<file path="config.mk">
export PLATFORM = sky130hd
export DESIGN_NAME = lut_cluster
export DESIGN_NICKNAME = d
export VERILOG_FILES = /design/src/rtl/lut_cluster_pkg.sv /design/src/rtl/lut_cell.sv /design/src/rtl/lut_cluster.sv
export SDC_FILE = /design/constraint.sdc
export NUM_CORES = 1
export LEC_CHECK = 0
export CAP_MARGIN = 5
export CORE_ASPECT_RATIO = 1.1
export CORE_MARGIN = 2
export CORE_UTILIZATION = 44
export CTS_CLUSTER_SIZE = 28
export DETAILED_ROUTE_END_ITERATION = 8
export DONT_BUFFER_PORTS = 1
export MAX_ROUTING_LAYER = met4
export SLEW_MARGIN = 20
export SYNTH_ARGS = -nofsm -noshare
export SYNTH_HDL_FRONTEND = slang
export SYNTH_SLANG_ARGS = --single-unit
</file>
<file path="constraint.sdc">
create_clock -name clock -period 1.9 [get_ports clock]
set_input_delay 0.19 -clock clock [delete_from_list [all_inputs] [get_ports clock]]
set_output_delay 0.19 -clock clock [all_outputs]
set_load 0.005 [all_outputs]
</file>
<file path="src/rtl/lut_cluster_pkg.sv">
// Shared types and sizing helpers for the serially configured LUT cluster.
package lut_cluster_pkg;

    typedef enum logic [1:0] {
        UNCONF = 2'd0,
        LOAD   = 2'd1,
        ACTIVE = 2'd2
    } state_t;

    function automatic int slice_w(input int k);
        return (32'sd1 << k) + 32'sd1;
    endfunction

    function automatic int cfg_w(input int k, input int n);
        return n * slice_w(k);
    endfunction

    function automatic int cnt_w(input int k, input int n);
        return $clog2(cfg_w(k, n) + 32'sd1);
    endfunction

endpackage

</file>
<file path="src/rtl/lut_cell.sv">
// One K-input LUT; slice MSB selects combinational (0) or registered (1) output.
module lut_cell
    import lut_cluster_pkg::*;
#(
    parameter int K = 5
) (
    input  logic          clock,
    input  logic          reset_n,
    input  logic          active,
    input  logic [2**K:0] slice,
    input  logic [K-1:0]  lut_in,
    output logic          lut_out
);

    localparam int TT_W = 2**K;

    logic [TT_W-1:0] tt_s;
    logic            sel_s;
    logic            out_r;

    // truth-table lookup
    always_comb begin
        tt_s  = slice[TT_W-1:0];
        sel_s = tt_s[lut_in];
    end

    // output flop is held clear until the cluster is active
    always_ff @(posedge clock) begin
        if (!reset_n) begin
            out_r <= 1'b0;
        end else if (active) begin
            out_r <= sel_s;
        end else begin
            out_r <= 1'b0;
        end
    end

    // mode select
    always_comb begin
        lut_out = 1'b0;
        if (!active) begin
            lut_out = 1'b0;
        end else if (slice[TT_W]) begin
            lut_out = out_r;
        end else begin
            lut_out = sel_s;
        end
    end

endmodule

</file>
<file path="src/rtl/lut_cluster.sv">
// N-LUT cluster loaded through a serial shift chain.
// Optional readback of the shifted-out chain bit: define LUT_CLUSTER_READBACK_EN.
module lut_cluster
    import lut_cluster_pkg::*;
#(
    parameter int K = 5,
    parameter int N = 4
) (
    input  logic           clock,
    input  logic           reset_n,
    input  logic           cfg_start,
    input  logic           cfg_valid,
    input  logic           cfg_bit,
    output logic           cfg_ready,
    output logic           cfg_done,
    output logic           cfg_out,
    input  logic [N*K-1:0] lut_in,
    output logic [N-1:0]   lut_out
);

    localparam int SLICE_W = slice_w(K);
    localparam int CFG_W   = cfg_w(K, N);
    localparam int CNT_W   = cnt_w(K, N);

    state_t             state_r;
    logic [CNT_W-1:0]   cnt_r;
    logic [CFG_W-1:0]   chain_r;
    logic               ready_r;
    logic               done_r;
    logic               xfer_s;
    logic               active_s;

    // a start pulse wins over a same-cycle bit
    always_comb begin
        xfer_s   = cfg_valid && ready_r && !cfg_start;
        active_s = (state_r == ACTIVE);
    end

    // load FSM, shift chain and bit counter
    always_ff @(posedge clock) begin
        if (!reset_n) begin
            state_r <= UNCONF;
            cnt_r   <= '0;
            chain_r <= '0;
            ready_r <= 1'b0;
            done_r  <= 1'b0;
        end else begin
            case (state_r)
                UNCONF, ACTIVE: begin
                    if (cfg_start) begin
                        state_r <= LOAD;
                        cnt_r   <= '0;
                        ready_r <= 1'b1;
                        done_r  <= 1'b0;
                    end
                end
                LOAD: begin
                    if (cfg_start) begin
                        cnt_r <= '0;
                    end else if (xfer_s) begin
                        chain_r <= {cfg_bit, chain_r[CFG_W-1:1]};
                        cnt_r   <= cnt_r + CNT_W'(1);
                        if (cnt_r == CNT_W'(CFG_W - 1)) begin
                            state_r <= ACTIVE;
                            ready_r <= 1'b0;
                            done_r  <= 1'b1;
                        end
                    end
                end
                default: begin
                    state_r <= UNCONF;
                    cnt_r   <= '0;
                    ready_r <= 1'b0;
                    done_r  <= 1'b0;
                end
            endcase
        end
    end

    assign cfg_ready = ready_r;
    assign cfg_done  = done_r;

`ifdef LUT_CLUSTER_READBACK_EN
    logic rb_r;

    // capture the bit leaving the chain so the old image streams out during a reload
    always_ff @(posedge clock) begin
        if (!reset_n) begin
            rb_r <= 1'b0;
        end else if (xfer_s) begin
            rb_r <= chain_r[0];
        end else begin
            rb_r <= rb_r;
        end
    end

    assign cfg_out = rb_r;
`else
    assign cfg_out = 1'b0;
`endif

    for (genvar j = 0; j < N; j++) begin : g_cell
        lut_cell #(.K(K)) u_cell (
            .clock   (clock),
            .reset_n (reset_n),
            .active  (active_s),
            .slice   (chain_r[j*SLICE_W +: SLICE_W]),
            .lut_in  (lut_in[j*K +: K]),
            .lut_out (lut_out[j])
        );
    end

endmodule

</file>
* Yosys cells after proc, flatten, opt, wreduce, memory -nomap -nowiden
Cells that the tools add are included.
** Word-level totals
- ROM bits :: 0
- Output and inout bits :: 7
- Memories :: 0
- Latch bits :: 0
- Flip-flop bits (word level) :: 148
- Logic and storage cells :: 67
- Memory bits (writable) :: 0
- Input port bits :: 25
** Cells by class
- Reduce and logical (&&, ||, !) cells :: 9
- $mul :: 0
- Add/sub/neg operators :: 1
- Bitwise gates (word level) :: 1
- Multiplexer cells :: 35
- $lt $le $gt $ge :: 4
- Equal/unequal tests :: 8
- Div/mod/pow operators :: 0
- Shift operators :: 0
** Operators with widths (count)
- $lt A5 B6 Y1 const B :: 4
- $mux W8 :: 3
- $bmux W1 S5 :: 4
- $mux W1 :: 20
- $pmux W8 S2 :: 1
- $add A8 B1 Y8 const B :: 1
- $eq A8 B8 Y1 const B :: 1
- $mux W2 :: 4
- $ne A2 B2 Y1 const B :: 4
- $pmux W1 S2 :: 2
- $pmux W2 S2 :: 1
- $reduce_and A2 Y1 :: 2
- $reduce_and A4 Y1 :: 1
- $ne A3 B3 Y1 const B :: 1
- $reduce_and A3 Y1 :: 1
- $eq A2 B1 Y1 const B :: 1
- $eq A2 B2 Y1 const B :: 1
- $logic_and A1 B1 Y1 :: 2
- $logic_not A2 Y1 :: 1
- $reduce_or A2 Y1 :: 1
- $logic_not A1 Y1 :: 1
- $not A1 Y1 :: 1

* Logic depth before layout (Yosys ltp)
Gate-level depths: netlist (run 1).
- Depth after elaboration :: 5
- Mapped depth :: 8
- Mapped depth without buffers :: 6

* Hierarchy
Synthesis (run 1) repeated with hierarchy kept, for this count alone.
** Second synthesis, totals
- Cells, all modules :: 824
- Area total of the unflattened synthesis :: 6648.9 µm²
** Modules (own cells, without submodules)
- lut_cluster :: area an instance 5122.4 µm², seq. area each 2862.7 µm², cells an instance 640, times used 1
- lut_cell :: area an instance 381.6 µm², seq. area each 20.0 µm², cells an instance 46, times used 4

* Worst setup path before layout (run 1)
Ideal clock, no wire load.
- Path type :: reg-to-reg
- Start :: register state_r[0]
- End :: register chain_r[40]
- Period minus slack after synthesis :: 1.534 ns
- Buffers on the path :: 2
- Data arrival time :: 1.391 ns
- Cell stages (with the launch flop) :: 7
- Required time :: 1.757 ns
- Library setup time :: 0.143 ns
- Slack :: 0.366 ns
- Path through :: dfxtp_1 > nor3b_4 > nand3_1 > buf_2 > buf_2 > nand2_1 > a21oi_2
** Between the ends
- Word-level cells in the longest chain between the ends :: 2
** RTL lines
- start, declared :: RTL line lut_cluster.sv:25 : state_t state_r;
- start signal, assigned :: RTL line lut_cluster.sv:42 : state_r <= UNCONF;
- start signal, assigned :: RTL line lut_cluster.sv:51 : state_r <= LOAD;
- start signal, assigned :: RTL line lut_cluster.sv:64 : state_r <= ACTIVE;
- $eq A2 B1 Y1 :: RTL line lut_cluster.sv:48 : case (state_r)
- $reduce_and A3 Y1 (no line)
- end signal, assigned :: RTL line lut_cluster.sv:61 : chain_r <= {cfg_bit, chain_r[CFG_W-1:1]};
- end, declared :: RTL line lut_cluster.sv:27 : logic [CFG_W-1:0] chain_r;
Every way passes these cells.
A chain may end at the register's enable or synchronous reset.

* Worst setup path in the final report (run 1)
- Start :: register chain_r[2]
- End :: output lut_out[0]
** Between the ends
- Word-level cells in the longest chain between the ends :: 4
** RTL lines
- $bmux W1 S5 :: RTL line lut_cell.sv:24 : sel_s = tt_s[lut_in];
- $mux W1 (implied by the code) :: RTL line lut_cell.sv:24
- $mux W1 :: RTL line lut_cell.sv:43 : end else if (slice[TT_W]) begin
- $mux W1 :: RTL line lut_cell.sv:41 : if (!active) begin
- end, declared :: RTL line lut_cluster.sv:18 : output logic [N-1:0] lut_out
Every way passes these cells. The select of a mux whose other input is x is not followed.

==> flow_metrics.env, run 1 <==
export IMPL_finalCritPeriodShare_pct=94.3
export IMPL_synth_top_area_cell="dfxtp_1"
export IMPL_chipWidth_um=123
export IMPL_use_met1_pct=23.2
export IMPL_p_leak_uw=0.00253
export IMPL_finalNonFillerCells=1025
export IMPL_grt_use_met2_pct=29.6
export IMPL_synthAdderAreaFrac_pct=0.184
export IMPL_start_util_pct=45.1
export IMPL_synthCells=834
export IMPL_synthesis_nets=860
export IMPL_insertion_delay_ns=0.42
export IMPL_nets=842
export IMPL_gp_congestion=0.799
export IMPL_vias_per_cell=5.26
export IMPL_startpoint_type="register"
export IMPL_remaining_drc_errors=0
export IMPL_hold_path_class="in2reg"
export IMPL_grt_pass1_wl_um=24200
export IMPL_tns_ns=0
export IMPL_grt_pass1_vias=5142
export IMPL_synthSimpleGateAreaFrac_pct=22.9
export IMPL_cts_buffer_depth=2
export IMPL_cp_max_fo=3
export IMPL_io_pins=32
export IMPL_outcome="finished, final reports clean"
export IMPL_cp_required_ns=1.71
export IMPL_synth_top_family_by_area="simple AND/OR/NAND/NOR gates"
export IMPL_grt_busiest_layer="met2"
export IMPL_wl_per_cell_um=13.8
export IMPL_clock_skew_ns=0.00520
export IMPL_hold_viol_final=0
export IMPL_yosys_area_share_xor_xnor_pct=0.257
export IMPL_diodes=0
export IMPL_die_area_mm2=0.0165
export IMPL_path_depth=5
export IMPL_synth_area_per_cell_um2=8.16
export IMPL_ys_warn_count=0
export IMPL_setup_violations=0
export IMPL_drive_gt1_share_pct=15.1
export IMPL_fmax_mhz=558
export IMPL_dp_cells=990
export IMPL_netlist_area_mm2=0.00681
export IMPL_syn2layout_area_growth_pct=13.5
export IMPL_rsz0062_at_grt="no"
export IMPL_crit_buf_inv=0
export IMPL_critPathKind="reg2out"
export IMPL_htree_levels=4
export IMPL_ys_types=37
export IMPL_slew_violations=0
export IMPL_grt_usage_pct=18.6
export IMPL_ys_ff_latch=147
export IMPL_crit_slowest_cell="dfxtp_1"
export IMPL_wl_um=14200
export IMPL_rr_worst_depth=5
export IMPL_grt_max_degree=70
export IMPL_crit_family="compound AO/OA/AOI/OAI gates"
export IMPL_grt_use_met3_pct=4.10
export IMPL_synth_compound_area_share_pct=18.5
export IMPL_max_cap_viol_count=0
export IMPL_synth_top_cell_area_share_pct=43.2
export IMPL_fp_row_count=47
export IMPL_synth_area_leaders="dfxtp_1 43%, nand2_1 16%, mux2i_1 9.4%, a21oi_2 7.8%, a21oi_1 6.2%"
export IMPL_dpl_hpwl_um=9130
export IMPL_drt_iter0_markers=402
export IMPL_cts_setup_buffers=0
export IMPL_ir_drop_mv=0.670
export IMPL_slowest_delay_ns=0.34
export IMPL_muxShareOfSynthArea_pct=9.41
export IMPL_port_buffers=0
export IMPL_cp_arrival_ns=1.60
export IMPL_worst_setup_path_end_kind="output port"
export IMPL_power_density_mw_per_mm2=948
export IMPL_grt_ovfl_total=0
export IMPL_clock_sinks=147
export IMPL_dr_total_vias=5392
export IMPL_crit_chain="mux2i_1, a211oi_2, nand3_1, and4_1, a21oi_2"
export IMPL_cts_made_buffers=17
export IMPL_ant_nets=0
export IMPL_ys_seq_area_share_pct=43.2
export IMPL_core_mm2=0.0151
export IMPL_die_h_um=134
export IMPL_root_buffer="clkbuf_16"
export IMPL_dr_pass1_iters=4
export IMPL_cts_tree="built"
export IMPL_fin_util_pct=51.1
export IMPL_min_path_cells=2
export IMPL_antenna_found_initial=0
export IMPL_clk_pin_slew_ns=0.06
export IMPL_post_route_min_period_ns=1.79
[repair_timing]
action                     4_1_cts  5_1_grt
pin swaps                        2        8
hold buffers                     3        0
gates resized for setup          4        8
setup endpoints to repair        4        4
hold endpoints to repair        16        0
[layout by cell type, fill, tap and decap left out, types with 3 or more instances in the layout]
master,instances
a21oi_1,81
nand2b_1,10
and2_1,4
mux2i_1,64
dfxtp_1,145
inv_1,4
nand2_1,289
buf_4,9
nand3b_1,4
clkbuf_16,17
bufinv_16,7
a21oi_2,64
buf_12,8
nor2b_1,12
nand3_1,18
dlygate4sd3_1,3
a21boi_0,10
a22oi_1,17
o21ai_0,7
nor2_1,15
[metal layers]
layer,vias up,wire (um)
li1,2765,-
met1,2523,6580
met2,85,6920
met3,19,464
met4,0,222
met5,-,0
[path summary, 6_finish.rpt]
path                           startpoint                                 to  slack [ns]
setup / recovery  chain_r[2]$_SDFFE_PN0P_                         lut_out[0]        0.11
hold / removal                    reset_n  g_cell[2].u_cell.out_r$_SDFF_PN0_        0.04
setup reg to reg    cnt_r[3]$_SDFFE_PN0P_             cfg_ready$_SDFFE_PN0P_        0.26
hold reg to reg   chain_r[0]$_SDFFE_PN0P_            chain_r[0]$_SDFFE_PN0P_        0.46
[state kept, by name, summed over array words and instances, names as in the netlist]
name and count:
chain_r 132, cnt_r 8, g_cell.u_cell.out_r 4, state_r 2, cfg_ready 1
[cells in the mapped netlist]
cell type / n
a22oi_1: 17
nor3b_1: 1
nand3b_1: 4
conb_1: 1
and4_1: 4
nor4b_2: 1
or3_1: 1
o21ai_1: 1
nand4b_1: 2
o21ai_0: 7
nor2b_1: 12
buf_4: 10
o21a_1: 2
buf_2: 18
or4_1: 1
ha_1: 1
nand3_1: 19
inv_1: 5
and3_1: 1
xnor2_1: 2
a31oi_1: 1
nor2_1: 15
nor3b_4: 1
nor4_1: 1
mux2i_1: 64
a21o_1: 1
dfxtp_1: 147
a211oi_1: 4
a21oi_2: 61
buf_8: 7
a21oi_1: 85
nor3_1: 2
and2_1: 4
nand2_1: 289
a21boi_0: 10
nand2b_1: 10
clkbuf_1: 22
[layout make-up]
type                       instances  area [um2]
fill                            1344        7390
multi-input combinational        625        3550
sequential                       147        2950
clock buffer                      19         453
timing repair buffer              20         258
clock inverter                    13         253
tap                              196         245
inverter                           5        21.3
[stage by stage]
step / setup WS [ns] / hold slack (ns) / cell area, um2 / total power [uW]
global route: 0.00225 / 0.0257 / 7720 / 7570
finish: 0.107 / 0.0412 / 7720 / 7320
detailed placement: 0.295 / 0.318 / 6950 / 3420
global placement: 0.281 / 0.313 / 6950 / 3410
floorplan: 0.366 / 0.335 / 6810 / 3390
CTS: 0.0167 / 0.0325 / 7700 / 7390
[power breakdown]
group | switching [uW] | internal (uW)
Clock | 1290 | 2670
Combinational | 160 | 116
Sequential | 5.92 | 3090
[worst reg2reg max path: stages, from the launching register on]
cell and delay [ns]:
dfxtp_1 0.36, or4_1 0.53, nor4b_2 0.35, o21ai_1 0.10, a21oi_1 0.15, nor2b_1 0.05
[kinds of logic (layout without fill, tap and decap cells)]
logic type,Yosys count,after routing
and+or+nand+nor,368,368
AOI/OAI and AO/OA,189,189
DFF,147,147
muxes,64,64
buffers and inverters,62,57
xor gates and xnor gates,2,2
adders and majority gates,1,1
other,1,1
No activity file was read; power rests on OpenSTA's default activity.
==> inputs of run 2 (changes only) <==
--- a/config.mk
+++ b/config.mk
@@ -5,6 +5,7 @@
 export SDC_FILE = /design/constraint.sdc
 export NUM_CORES = 1
 export LEC_CHECK = 0
+export ABC_AREA = 1
 export CAP_MARGIN = 5
 export CORE_ASPECT_RATIO = 1.1
 export CORE_MARGIN = 2
==> flow_metrics.env, run 2 <==
export IMPL_wl_um=14600
export IMPL_ant_nets=0
export IMPL_synth_edf_count=0
export IMPL_rsz0062_at_grt="yes"
export IMPL_clk_pin_slew_ns=0.06
export IMPL_clock_sinks=147
export IMPL_drt_iter0_markers=482
export IMPL_min_delay_start="reset_n"
export IMPL_rrSetupSlack_ns=0.12
export IMPL_synth_top_area_cell="dfxtp_1"
export IMPL_synth_area_per_cell_um2=6.76
export IMPL_slew_violations=0
export IMPL_synth_most_common_cell="nor2_1"
export IMPL_diodes=0
export IMPL_worst_slack_ns=0.116
export IMPL_fp_row_count=46
export IMPL_largest_reg_flops=132
export IMPL_critPathKind="reg2reg"
export IMPL_cp_max_fo=6
export IMPL_root_buffer="clkbuf_16"
export IMPL_setup_violations=0
export IMPL_cts_tree="built"
export IMPL_nets=975
export IMPL_synth_area_leaders="dfxtp_1 45%, nor2_1 15%, o21ai_0 11%, nand2_1 10%, nand3_1 8.4%"
export IMPL_reg_top3="chain_r x132, cnt_r x8, g_cell.u_cell.out_r x4"
export IMPL_dpl_hpwl_um=8700
export IMPL_syn2layout_area_growth_pct=9.55
export IMPL_top_register="chain_r"
export IMPL_cp_arrival_ns=2.09
export IMPL_dp_worst_setup_slack_ns=0.288
export IMPL_dr_pass1_iters=4
export IMPL_violations="negative hold slack"
export IMPL_postLayoutCellArea_mm2=0.00721
export IMPL_fmax_mhz=560
export IMPL_startpoint_type="register"
export IMPL_rr_startpoint="state_r[0]$_SDFFE_PN0P_"
export IMPL_synth_compound_area_share_pct=12.7
export IMPL_dr_total_vias=5848
export IMPL_synthCells=974
export IMPL_hold_path_class="in2reg"
export IMPL_placed_area_mm2=0.00658
export IMPL_fin_util_pct=49.7
export IMPL_timing_hold_ws_ns=-0.124
export IMPL_antenna_found_initial=0
export IMPL_synth_top_cell_area_share_pct=44.7
export IMPL_htree_levels=4
export IMPL_ys_warn_count=0
export IMPL_vias_per_cell=5.07
export IMPL_cp_required_ns=2.21
export IMPL_grt_pass1_vias=5399
export IMPL_ys_ff_latch=147
export IMPL_max_cap_viol_count=0
export IMPL_final_common_cell="nor2_1"
export IMPL_synthAdderAreaFrac_pct=0.190
export IMPL_gp_congestion=0.833
export IMPL_synth_common_cells="261 x nor2_1, 180 x nand2_1, 147 x dfxtp_1"
export IMPL_synthSimpleGateAreaFrac_pct=34.6
export IMPL_min_path_cells=2
export IMPL_start_util_pct=45.4
export IMPL_outcome="finished, violations left"
export IMPL_ir_drop_mv=0.625
export IMPL_die_area_mm2=0.0160
export IMPL_muxShareOfSynthArea_pct=0
export IMPL_cts_buffer_depth=2
export IMPL_power_density_mw_per_mm2=933
export IMPL_grt_ovfl_total=0
export IMPL_grt_usage_pct=19.6
export IMPL_netlist_area_mm2=0.00658
export IMPL_reg2reg_to="cnt_r[2]$_SDFFE_PN0P_"
export IMPL_clock_skew_ns=0.00552
export IMPL_grt_pass1_wl_um=25300
export IMPL_remaining_drc_errors=0
export IMPL_chipWidth_um=121
export IMPL_drive_gt1_share_pct=4.99
export IMPL_synth_top_family_by_area="simple AND/OR/NAND/NOR gates"
export IMPL_hold_viol_final=135
export IMPL_ys_seq_area_share_pct=44.7
export IMPL_synthFlopType="dfxtp_1"
export IMPL_synthesis_nets=1000
export IMPL_hold_path_end="state_r[0]$_SDFFE_PN0P_"
export IMPL_rr_worst_depth=8
export IMPL_ys_types=26
export IMPL_grt_max_degree=140
export IMPL_insertion_delay_ns=0.42
export IMPL_io_pins=32
export IMPL_port_buffers=0
export IMPL_layout_common_cells="261 x nor2_1, 179 x nand2_1, 147 x dfxtp_1"
export IMPL_cts_made_buffers=17
export IMPL_core_mm2=0.0145
export IMPL_wl_per_cell_um=12.6
export IMPL_yosys_area_share_xor_xnor_pct=0
export IMPL_finalCritPeriodShare_pct=93.9
export IMPL_worst_setup_path_end_kind="register"
export IMPL_synth_async_sr_flop_share_pct=0
export IMPL_p_leak_uw=0.00339
export IMPL_cts_hold_buffers=4
export IMPL_die_h_um=132
export IMPL_post_route_min_period_ns=1.78
[run 2: how the worst max path moves through the flow]
stage	start	end	slack, ns	depth (start not counted)
after global routing	state_r[0]$_SDFFE_PN0P_	cnt_r[2]$_SDFFE_PN0P_	-0.07	8
final	state_r[0]$_SDFFE_PN0P_	cnt_r[2]$_SDFFE_PN0P_	0.12	8
after detailed placement	state_r[0]$_SDFFE_PN0P_	chain_r[77]$_SDFFE_PN0P_	0.29	8
after floorplan	lut_in[0]	lut_out[0]	0.44	12
after global placement	state_r[0]$_SDFFE_PN0P_	chain_r[75]$_SDFFE_PN0P_	0.31	8
after CTS	state_r[1]$_SDFFE_PN0P_	lut_out[3]	0.09	6
[run 2: power by group]
group	internal [uW]	total (uW)	leakage (uW)	switching, uW
sequential	3130	3170	0.00119	35.1
combinational	122	319	0.00192	196
clock	2020	3240	0.000278	1220
total	5280	6730	0.00339	1450
[run 2: worst max-delay path: stages (launching register included)]
cell           delay (ns)
dfxtp_1              0.36
inv_2                0.07
nor3_4               0.21
nand2_1              0.10
nand2_2              0.13
nor2_1               0.05
o21ai_0              0.14
dlygate4sd3_1        0.57
nor2_1               0.04
[run 2: area by class of cell]
cell class | count | area [um2]
Tap cell | 192 | 240
Clock buffer | 26 | 489
Clock inverter | 5 | 75.1
Inverter | 36 | 138
Multi-Input combinational cell | 727 | 3140
Timing Repair Buffer | 20 | 185
Fill cell | 1509 | 7300
Sequential cell | 147 | 2940
[run 2: per-layer routing]
layer	routed length (um)	vias to the layer above	global-route usage (%)	part of all wire, %
li1	-	3092	-	-
met1	7150	2647	25.1	49
met2	6560	89	30.1	45
met3	629	20	4.58	4.3
met4	235	0	7.43	1.6
met5	0	-	-	0
[run 2: logic make-up after synthesis]
family,count (synthesis)
flops,147
compound gates,166
fa+ha+maj,1
buf+inv,100
simple gates,559
other cells,1
[run 2: per-stage QoR]
stage,setup TNS [ns],hold WS [ns],cells,total power [uW]
3_3_place_gp,0,0.306,1116,3540
6_report,0,-0.124,1153,6730
4_1_cts,0,-0.145,1151,6800
3_5_place_dp,0,0.302,1116,3540
2_1_floorplan,0,0.377,974,3530
5_1_grt,-0.0872,-0.146,1153,6990
[run 2: repair_timing]
item,in CTS,in global routing
endpoints found under the hold margin,141,135
setup endpoints to repair,0,3
gates resized for setup,0,2
buffers inserted,0,2
